--- config.mk ---
export PLATFORM = sky130hd
export DESIGN_NAME = bool3_pipe_unit_flat
export DESIGN_NICKNAME = d
export VERILOG_FILES = /design/src/rtl/bool3_pipe_unit_if.sv /design/src/rtl/bool3_pipe_unit.sv /design/src/flat_wrapper.sv
export SDC_FILE = /design/constraint.sdc
export NUM_CORES = 1
export LEC_CHECK = 0
export BUFFER_PORTS_ARGS = -buffer_cell sky130_fd_sc_hd__buf_2
export CORE_AREA = 2 2 113 115
export CTS_CLUSTER_DIAMETER = 200
export CTS_CLUSTER_SIZE = 28
export DETAILED_ROUTE_END_ITERATION = 7
export DIE_AREA = 0 0 115 117
export HOLD_SLACK_MARGIN = 0.03
export PLACE_DENSITY = 0.82
export SLEW_MARGIN = 20
export SYNTH_ARGS = -nofsm -noshare
export SYNTH_HDL_FRONTEND = slang
export SYNTH_SLANG_ARGS = --single-unit
--- constraint.sdc ---
create_clock -name clk -period 4.46 [get_ports clk]
set_clock_uncertainty 0.05 [all_clocks]
set_input_delay 0.892 -clock clk [delete_from_list [all_inputs] [get_ports clk]]
set_output_delay 0.892 -clock clk [all_outputs]
set_load 0.03 [all_outputs]
--- src/rtl/bool3_pipe_unit_if.sv ---
// Port bundle for bool3_pipe_unit: run/config handshake, operand stream and
// result stream. The controller side uses master, the unit uses slave.
interface bool3_pipe_unit_if #(
    parameter int unsigned DATA_W = 32,
    parameter int unsigned LEN_W  = 16
);
    logic              run;
    logic [1:0]        mode;
    logic [LEN_W-1:0]  length;
    logic              in_valid;
    logic [DATA_W-1:0] in0;
    logic [DATA_W-1:0] in1;
    logic [DATA_W-1:0] in2;
    logic [DATA_W-1:0] out0;
    logic              out_valid;
    logic              running;
    logic              done;

    modport master (
        output run, mode, length, in_valid, in0, in1, in2,
        input  out0, out_valid, running, done
    );

    modport slave (
        input  run, mode, length, in_valid, in0, in1, in2,
        output out0, out_valid, running, done
    );
endinterface

--- src/rtl/bool3_pipe_unit.sv ---
// Versat functional unit: selectable 3-input bitwise function (Maj, Ch,
// Parity, bypass) behind a LATENCY-deep pipeline with run-length control.
module bool3_pipe_unit #(
    parameter int unsigned DATA_W  = 32,
    parameter int unsigned LATENCY = 2,
    parameter int unsigned LEN_W   = 16
) (
    input logic              clk,
    input logic              rst,
    bool3_pipe_unit_if.slave bus
);

    typedef enum logic [1:0] {
        ST_IDLE  = 2'd0,
        ST_RUN   = 2'd1,
        ST_DRAIN = 2'd2
    } state_t;

    state_t            state_q, state_d;
    logic [1:0]        mode_q, mode_d;
    logic [LEN_W-1:0]  len_q, len_d;
    logic [LEN_W-1:0]  count_q, count_d;
    logic              accept;
    logic              done_c;
    logic [DATA_W-1:0] func_c;
    logic [LATENCY-1:0] vld_q;
    logic [DATA_W-1:0] data_q [LATENCY];

    // Control registers: state, latched configuration and accepted-word count.
    always_ff @(posedge clk) begin
        if (rst) begin
            state_q <= ST_IDLE;
            mode_q  <= '0;
            len_q   <= '0;
            count_q <= '0;
        end else begin
            state_q <= state_d;
            mode_q  <= mode_d;
            len_q   <= len_d;
            count_q <= count_d;
        end
    end

    // Next-state logic: start on run, accept up to len_q words, then drain.
    always_comb begin
        state_d = state_q;
        mode_d  = mode_q;
        len_d   = len_q;
        count_d = count_q;
        accept  = 1'b0;
        done_c  = 1'b0;
        case (state_q)
            ST_IDLE: begin
                if (bus.run) begin
                    mode_d  = bus.mode;
                    len_d   = bus.length;
                    count_d = '0;
                    state_d = (bus.length == '0) ? ST_DRAIN : ST_RUN;
                end
            end
            ST_RUN: begin
                if (bus.in_valid && (count_q < len_q)) begin
                    accept  = 1'b1;
                    count_d = count_q + 1'b1;
                    if (count_q == len_q - 1'b1) begin
                        state_d = ST_DRAIN;
                    end
                end
            end
            ST_DRAIN: begin
                // Waiting for an empty pipe keeps done one cycle behind the
                // final out_valid, since that result still occupies the last stage.
                if (vld_q == '0) begin
                    done_c  = 1'b1;
                    state_d = ST_IDLE;
                end
            end
            default: state_d = ST_IDLE;
        endcase
    end

    // Bitwise function selected by the mode latched at run time.
    always_comb begin
        func_c = bus.in0;
        case (mode_q)
            2'd0:    func_c = (bus.in0 & bus.in1) ^ (bus.in0 & bus.in2) ^ (bus.in1 & bus.in2);
            2'd1:    func_c = (bus.in0 & bus.in1) ^ (~bus.in0 & bus.in2);
            2'd2:    func_c = bus.in0 ^ bus.in1 ^ bus.in2;
            default: func_c = bus.in0;
        endcase
    end

    // Valid bits shift forward every cycle with no stall.
    always_ff @(posedge clk) begin
        if (rst) begin
            vld_q <= '0;
        end else begin
            vld_q <= LATENCY'({vld_q, accept});
        end
    end

    // Stage 0 data captures the function result on an accepted input.
    always_ff @(posedge clk) begin
        if (rst) begin
            data_q[0] <= '0;
        end else if (accept) begin
            data_q[0] <= func_c;
        end
    end

    for (genvar g = 1; g < LATENCY; g++) begin : g_stage
        // Later stages load only behind a valid word, otherwise hold.
        always_ff @(posedge clk) begin
            if (rst) begin
                data_q[g] <= '0;
            end else if (vld_q[g-1]) begin
                data_q[g] <= data_q[g-1];
            end
        end
    end

    assign bus.out0      = data_q[LATENCY-1];
    assign bus.out_valid = vld_q[LATENCY-1];
    assign bus.running   = (state_q != ST_IDLE);
    assign bus.done      = done_c;

endmodule

--- src/flat_wrapper.sv ---
// flat-port wrapper written by rule: the top's interface ports become plain ports
module bool3_pipe_unit_flat 
#(
    parameter int unsigned DATA_W  = 32,
    parameter int unsigned LATENCY = 2,
    parameter int unsigned LEN_W   = 16
)
  (clk, rst, bus_run, bus_mode, bus_length, bus_in_valid, bus_in0, bus_in1, bus_in2, bus_out0, bus_out_valid, bus_running, bus_done);
  bool3_pipe_unit_if #(.DATA_W(DATA_W), .LEN_W(LEN_W)) bus_i ();
  input logic clk;
  input logic rst;
  input wire logic [$bits(bus_i.run)-1:0] bus_run;
  input wire logic [$bits(bus_i.mode)-1:0] bus_mode;
  input wire logic [$bits(bus_i.length)-1:0] bus_length;
  input wire logic [$bits(bus_i.in_valid)-1:0] bus_in_valid;
  input wire logic [$bits(bus_i.in0)-1:0] bus_in0;
  input wire logic [$bits(bus_i.in1)-1:0] bus_in1;
  input wire logic [$bits(bus_i.in2)-1:0] bus_in2;
  output wire logic [$bits(bus_i.out0)-1:0] bus_out0;
  output wire logic [$bits(bus_i.out_valid)-1:0] bus_out_valid;
  output wire logic [$bits(bus_i.running)-1:0] bus_running;
  output wire logic [$bits(bus_i.done)-1:0] bus_done;
  assign bus_i.run = bus_run;
  assign bus_i.mode = bus_mode;
  assign bus_i.length = bus_length;
  assign bus_i.in_valid = bus_in_valid;
  assign bus_i.in0 = bus_in0;
  assign bus_i.in1 = bus_in1;
  assign bus_i.in2 = bus_in2;
  assign bus_out0 = bus_i.out0;
  assign bus_out_valid = bus_i.out_valid;
  assign bus_running = bus_i.running;
  assign bus_done = bus_i.done;
  bool3_pipe_unit #(.DATA_W(DATA_W), .LATENCY(LATENCY), .LEN_W(LEN_W)) u_core (.clk(clk), .rst(rst), .bus(bus_i));
endmodule
Yosys cells after proc, flatten, opt, wreduce, memory -nomap -nowiden. Memory sizes are Yosys's and may differ from the RTL's. Cells that the tools add are included.

Output and inout port bits: 35. Memory bits (writable): 64. Bits of input ports: 118. Flip-flop bits (word level): 38. Memories: 1. Word-level logic and storage cells: 64.

Eq/ne operators: 9. $add $sub $neg: 2. Mux-type cells: 24. Magnitude comparators: 1. Reductions and logical operators: 10. Bitwise operators: 12.

Memory list: u_core.data_q (words 2, width 32, rd ports 2, clocked after memory_dff 0, wr ports 2, line bool3_pipe_unit.sv:27) `logic [DATA_W-1:0] data_q [LATENCY];`.

Operators by type and width (count): XOR 32 bit (5); bitwise AND 32 bit (4); one-hot mux 32 bit (3 select lines) (1); two-way mux 32 bit (2); two-way mux 16 bit (2); NOT 32 bit (1); one-hot mux 16 bit (2 select lines) (1); adder 16 x 1 -> 16 bit, second input constant (1); equality test 16 bit (1); logical NOT 16 bit (1); less-than comparator 16 bit (1); subtractor 16 x 1 -> 16 bit, second input constant (1); two-way mux 1 bit (12); two-way mux 2 bit (5); logical NOT 2 bit (3); inequality test 2 x 1 -> 1 bit, second input constant (3); one-hot mux 2 bit (3 select lines) (1); equality test 2 x 1 -> 1 bit, second input constant (2); equality test 2 bit, second input constant (2); AND reduction 4 bit (1); nonzero test 2 bit (2); AND reduction 3 bit (1); inequality test 2 bit, second input constant (1); OR 1 bit (2); 2 further kinds (2).

Depth between registers and ports, before layout. Gate-level depths: netlist (run 1).

Word-level depth: 8. Mapped depth: 11. Gate-level depth less buffers: 9.

Worst setup path after synthesis (run 1). Ideal clock, no wire load.

Kind: input to register. Start: input bus_in_valid. End: memory u_core.data_q[0][0] (enable). Data required time: 4.016 ns. Library setup time: 0.394 ns. Stages: 6. Path buffers: 1. Setup slack: 1.482 ns. Arrival time: 2.534 ns. Path through: nand2_1 a211oi_1 nor2b_1 clkbuf_1 nand2_1 nand2b_1.

RTL lines: start, declared (line flat_wrapper.sv:15) `input wire logic [$bits(bus_i.in_valid)-1:0] bus_in_valid;`; end, declared (line bool3_pipe_unit.sv:27).

==> flow_summary.yaml, run 1 <==
status:
  status: "finished clean"
logic_synthesis:
  synth.distinct_cells: 56
  syn_inst: 700
  synth_ff_type: "edfxtp_1"
  synthTopCellsByCount: "edfxtp_1 (64), nand2_1 (63), a21oi_1 (56)"
  async_flop_share_pct: 0
  post_synth.cell_area_avg_um2: 9.73
  ys_ff_latch: 102
  synth_edf_count: 64
  syn_nets: 868
  synth_area_leaders: "edfxtp_1 (28%), dfxtp_1 (11%), fa_1 (9.4%)"
  yosysSeqAreaShare_pct: 39.4
  yosysTopAreaCellShare_pct: 28.2
  ys_warn_count: 0
  synth_most_common_cell: "edfxtp_1"
  syn-cell-area_mm2: 0.00681
  synth_top_area_cell: "edfxtp_1"
power:
  leakage_uw: 0.00319
  switching_power_uw: 691
  total_power_uw: 2340
  ir_drop_mv: 0.202
  seqPwrFrac_pct: 46.7
  p_clk_share_pct: 32.0
  p_per_area_mw_per_mm2: 295
  swShare_pct: 29.5
  combPwrFrac_pct: 21.3
  p_int_uw: 1650
timing:
  finalSetupViolations: 0
  worstMarginPinSlew_ns: 0.941
  max_freq_mhz: 310
  period_share_pct: 72.3
  slew_violations: 0
  relSlewSlack_pct: 37.0
  setup_slack_ns: 1.24
  min_period_ns: 3.22
  hold_viol: 0
  rsz0062_at_grt: "false"
  fin_tns_setup_ns: 0
finish:
  multi_input_area_mm2: 0.00383
  final_area_mm2: 0.00794
  drive_gt1_share_pct: 23.1
  seqCellArea_mm2: 0.00269
  nNetsFinal: 993
  antenna_cells: 0
  area_delta_synth_final_pct: 16.7
  fillCellCount: 1000
grt:
  grtUsageTotal_pct: 23.0
  antenna_found_initial: 1
  grt_pass1_wl_um: 24600
  first_global_vias: 5408
  grt_start_max_net_pins: 116
  grt_overflow: 0
clock_tree:
  cts_tree: "done"
  path_clk_slew_ns: 0.08
  numCtsBuffers: 9
  cts_hold_buf: 0
  cts.repair.resized: 0
  insertion_delay_ns: 0.35
  cts_sinks: 102
  cts_root_buf: "clkbuf_16"
  clockBufferDepth: 2
  htree_levels: 3
  post_cts_buffers: 0
worst_setup_path:
  crit_family: "simple AND/OR/NAND/NOR gates"
  cp_num_buf_inv: 1
  crit_path_end_kind: "register"
  crit_chain: "inv_1, ha_1, a21o_1, a211oi_1, nor2b_1, nand2_1, nand2b_2"
  arrival_ns: 3.15
  cp-start-kind: "register"
  criticalPathCategory: "register to register"
  cp_max_fo: 32
  cp.required_ns: 4.38
  critPathMaxStageDelay_ns: 0.64
  critPathSlowestCell: "nand2b_2"
die:
  die_area_mm2: 0.0135
  fp.coreArea_mm2: 0.0123
  rows: 41
  die_y_um: 117
  start_util_pct: 55.3
  pin_count: 153
  die_width_um: 115
place:
  dp_slack_ns: 1.19
  dp_hpwl_um: 12100
  place_congestion: 0.982
  port_buffers: 152
  placed_area_mm2: 0.00763
hold_path:
  hold_path.class: "register to register"
drt:
  drc: 0
  vias_per_cell: 5.85
  drt_pass1_iterations: 4
  vias: 5732
  wire_per_inst_um: 15.8
  drtIter0Drc: 264
  routed_wl_um: 15500
  ant_nets: 0
flow_run:
  drv_cap: 0
## through the flow
step / hold WS, ns / util [%] / std cells
finish: 0.451 / 64.5 / 980
global route: 0.480 / 64.5 / 980
CTS: 0.457 / 64.3 / 979
detailed placement: 0.445 / 62.0 / 963
global placement: 0.424 / 62.0 / 963
floorplan: 0.413 / - / 700
## final cells by class
class | count | area share (%)
multi-input combinational | 520 | 48.2
sequential | 102 | 33.8
timing repair buffer | 157 | 10.3
clock buffer | 9 | 2.84
tap | 150 | 2.36
inverter | 35 | 1.65
clock inverter | 7 | 0.788
## cell families (layout without fill, tap and decap cells)
family | count (synthesis) | after routing | synth area share [%]
fa+ha+maj | 50 | 50 | 12.7
buf+inv | 78 | 208 | 4.39
xor+xnor | 23 | 23 | 2.96
simple gates | 256 | 256 | 20.7
flops | 102 | 102 | 39.4
compound gates | 158 | 158 | 14.9
mux | 33 | 33 | 4.94
## per-layer routing
layer / wire length [um] / GRT usage, % / up-vias
li1: - / - / 2787
met1: 6180 / 28.9 / 2744
met2: 8040 / 39.8 / 174
met3: 847 / 3.71 / 27
met4: 380 / 9.24 / 0
met5: 0 / 0 / -
## flip-flops by register name, indices dropped and copies added (netlist names)
| register | flops |
|---|---|
| u_core.data_q | 64 |
| u_core.count_q | 16 |
| u_core.len_q | 16 |
| u_core.mode_q | 2 |
| u_core.state_q | 2 |
| u_core.vld_q | 2 |
## worst min-delay path: stages (launching register included)
cell and delay, ns:
dfxtp_1 0.34, nand2_1 0.06, a21oi_1 0.06
## final timing paths
| path | from | end | slack (ns) | depth (start not counted) |
|---|---|---|---|---|
| worst min-delay path | u_core.len_q[15] | u_core.len_q[15] | 0.45 | 2 |
| worst min register to register | u_core.len_q[15] | u_core.len_q[15] | 0.45 | 2 |
| worst max-delay path | u_core.len_q[14] | u_core.data_q[0][29] | 1.24 | 7 |
| worst max register to register | u_core.len_q[14] | u_core.data_q[0][29] | 1.24 | 7 |
## placed cells by master (no fill, tap or decap), types with 12 or more instances in the layout
cell type	Yosys	layout
nand2b_1	22	21
o211ai_1	17	17
nand4_1	12	12
a211oi_1	17	17
inv_1	35	35
xnor2_1	12	12
mux2i_1	28	28
a31oi_1	13	13
o21ai_0	12	12
o22ai_1	13	13
and2_1	35	35
fa_1	32	32
nand2_1	63	63
edfxtp_1	64	64
nand3_1	13	13
dfxtp_1	38	36
ha_1	18	18
nor2_1	47	47
buf_2	2	152
nand3b_1	18	18
a21oi_1	56	56
## power groups by stage
stage | clock [uW] | sequential (uW) | combinational [uW]
after global routing | 803 | 1100 | 555
after global placement | 0 | 1120 | 465
final | 749 | 1100 | 498
after detailed placement | 0 | 1130 | 485
after CTS | 759 | 1110 | 487
after floorplan | 0 | 1130 | 303
Note: power is estimated with default switching activity, not from simulation.
==> run 2, diff against run 1 <==
- CORE_AREA: 2 2 113 115 -> 2 2 120 122
- DIE_AREA: 0 0 115 117 -> 0 0 122 124
- PLACE_DENSITY: 0.82 -> 0.77
- clock period: 4.46 -> 2.93 ns (I/O delays scaled with it)
==> flow_summary.yaml, run 2 (same netlist as run 1, synthesis figures left out) <==
place:
  placed_area_mm2: 0.00782
  dp_slack_ns: 0.0819
  place_congestion: 0.924
  dp_cells: 1011
  port_buffers: 152
  dp_hpwl_um: 11900
finish:
  final_cells: 1028
  layout_common_cells: "buf_2 (152), edfxtp_1 (64), nand2_1 (62), a21oi_1 (56), nor2_1 (47)"
  final_area_mm2: 0.00812
  drive_gt1_share_pct: 24.6
  nNetsFinal: 1010
  multi_input_area_mm2: 0.00384
  largest_register_ffs: 64
  area_delta_synth_final_pct: 19.2
  seqCellArea_mm2: 0.00269
  top_register: "u_core.data_q"
  fillCellCount: 1181
  reg_top3: "u_core.data_q: 64 flops, u_core.count_q: 16 flops, u_core.len_q: 16 flops"
  layout_commonest_cell: "buf_2"
worst_setup_path:
  cp-start-kind: "register"
  criticalPathCategory: "register to register"
  crit_chain: "inv_1, ha_1, and4_1, a2111oi_1, o21ai_1, o31ai_4, and2_1, nand2_1, buf_4, a211oi_1"
  crit_family: "compound AO/OA/AOI/OAI gates"
  cp_max_fo: 33
  arrival_ns: 2.81
  cp_num_buf_inv: 2
  critPathMaxStageDelay_ns: 0.39
  critPathSlowestCell: "dfxtp_1"
  crit_path_end_kind: "register"
  cp.required_ns: 3.04
grt:
  grt_overflow: 0
  antenna_found_initial: 3
  first_global_vias: 5128
  grtUsageTotal_pct: 20.9
  grt_pass1_wl_um: 24800
  grt_start_max_net_pins: 62
clock_tree:
  numCtsBuffers: 9
  cts_tree: "done"
  cts_sinks: 102
  insertion_delay_ns: 0.34
  post_cts_buffers: 0
  clockBufferDepth: 2
  path_clk_slew_ns: 0.07
  cts_root_buf: "clkbuf_16"
  htree_levels: 3
drt:
  drc: 0
  drtIter0Drc: 269
  ant_nets: 0
  routed_wl_um: 15400
  wire_per_inst_um: 15.0
  drt_pass1_iterations: 5
  vias_per_cell: 5.45
  vias: 5598
status:
  status: "finished clean"
timing:
  hold_viol: 0
  period_share_pct: 92.3
  worstMarginPinSlew_ns: 0.752
  finalSetupViolations: 0
  relSlewSlack_pct: 49.8
  max_freq_mhz: 370
  slew_violations: 0
  min_period_ns: 2.70
  rsz0062_at_grt: "false"
  fin_tns_setup_ns: 0
  setup_slack_ns: 0.226
die:
  die_width_um: 122
  die_area_mm2: 0.0151
  fp.coreArea_mm2: 0.0137
  rows: 43
  die_y_um: 124
  start_util_pct: 49.6
  pin_count: 153
power:
  ir_drop_mv: 0.260
  total_power_uw: 3530
  leakage_uw: 0.00327
  p_per_area_mw_per_mm2: 434
hold_path:
  hold_path.class: "input pin to register"
flow_run:
  drv_cap: 0
run 2: path summary, 6_finish.rpt:
| path | startpoint | end | slack, ns | cells after the start |
|---|---|---|---|---|
| max | u_core.len_q[14] | u_core.data_q[0][14] | 0.23 | 10 |
| min | bus_mode[1] | u_core.mode_q[1] | 0.43 | 3 |
| max reg2reg | u_core.len_q[14] | u_core.data_q[0][14] | 0.23 | 10 |
| min reg2reg | u_core.len_q[13] | u_core.len_q[13] | 0.44 | 2 |
run 2: metal layers:
layer / vias up / global-route usage [%] / routed length (um) / share of wire [%]
li1: 2822 / - / - / -
met1: 2602 / 27.5 / 6730 / 44
met2: 148 / 33.9 / 7410 / 48
met3: 22 / 5.36 / 957 / 6.2
met4: 4 / 6.39 / 260 / 1.7
met5: - / 0 / 27 / 0.18
run 2: worst min-delay path, stage by stage:
cell and delay (ns):
buf_2 0.09, nand2_1 0.04, a21oi_1 0.05
run 2: repair_timing:
item,4_1_cts,5_1_grt
hold buffers,0,0
resized for setup,0,6
endpoints found under the hold margin,0,0
setup endpoints to repair,0,49
run 2: layout make-up:
cell class | instances | area share, %
timing repair buffer | 174 | 11.8
inverter | 35 | 1.62
tap | 180 | 2.77
clock buffer | 12 | 3.04
clock inverter | 4 | 0.308
antenna | 1 | 0.0308
multi-input combinational | 520 | 47.3
sequential | 102 | 33.1
run 2: report_power, final:
part           switching (uW)  internal (uW)
clock                     490            597
sequential               61.1           1610
combinational             446            327
run 2: per-stage QoR:
| step | util [%] | hold slack [ns] |
|---|---|---|
| CTS | 59.0 | 0.427 |
| global route | 59.2 | 0.430 |
| detailed placement | 57.0 | 0.440 |
| finish | 59.2 | 0.429 |
| global placement | 57.0 | 0.425 |
| floorplan | - | 0.413 |
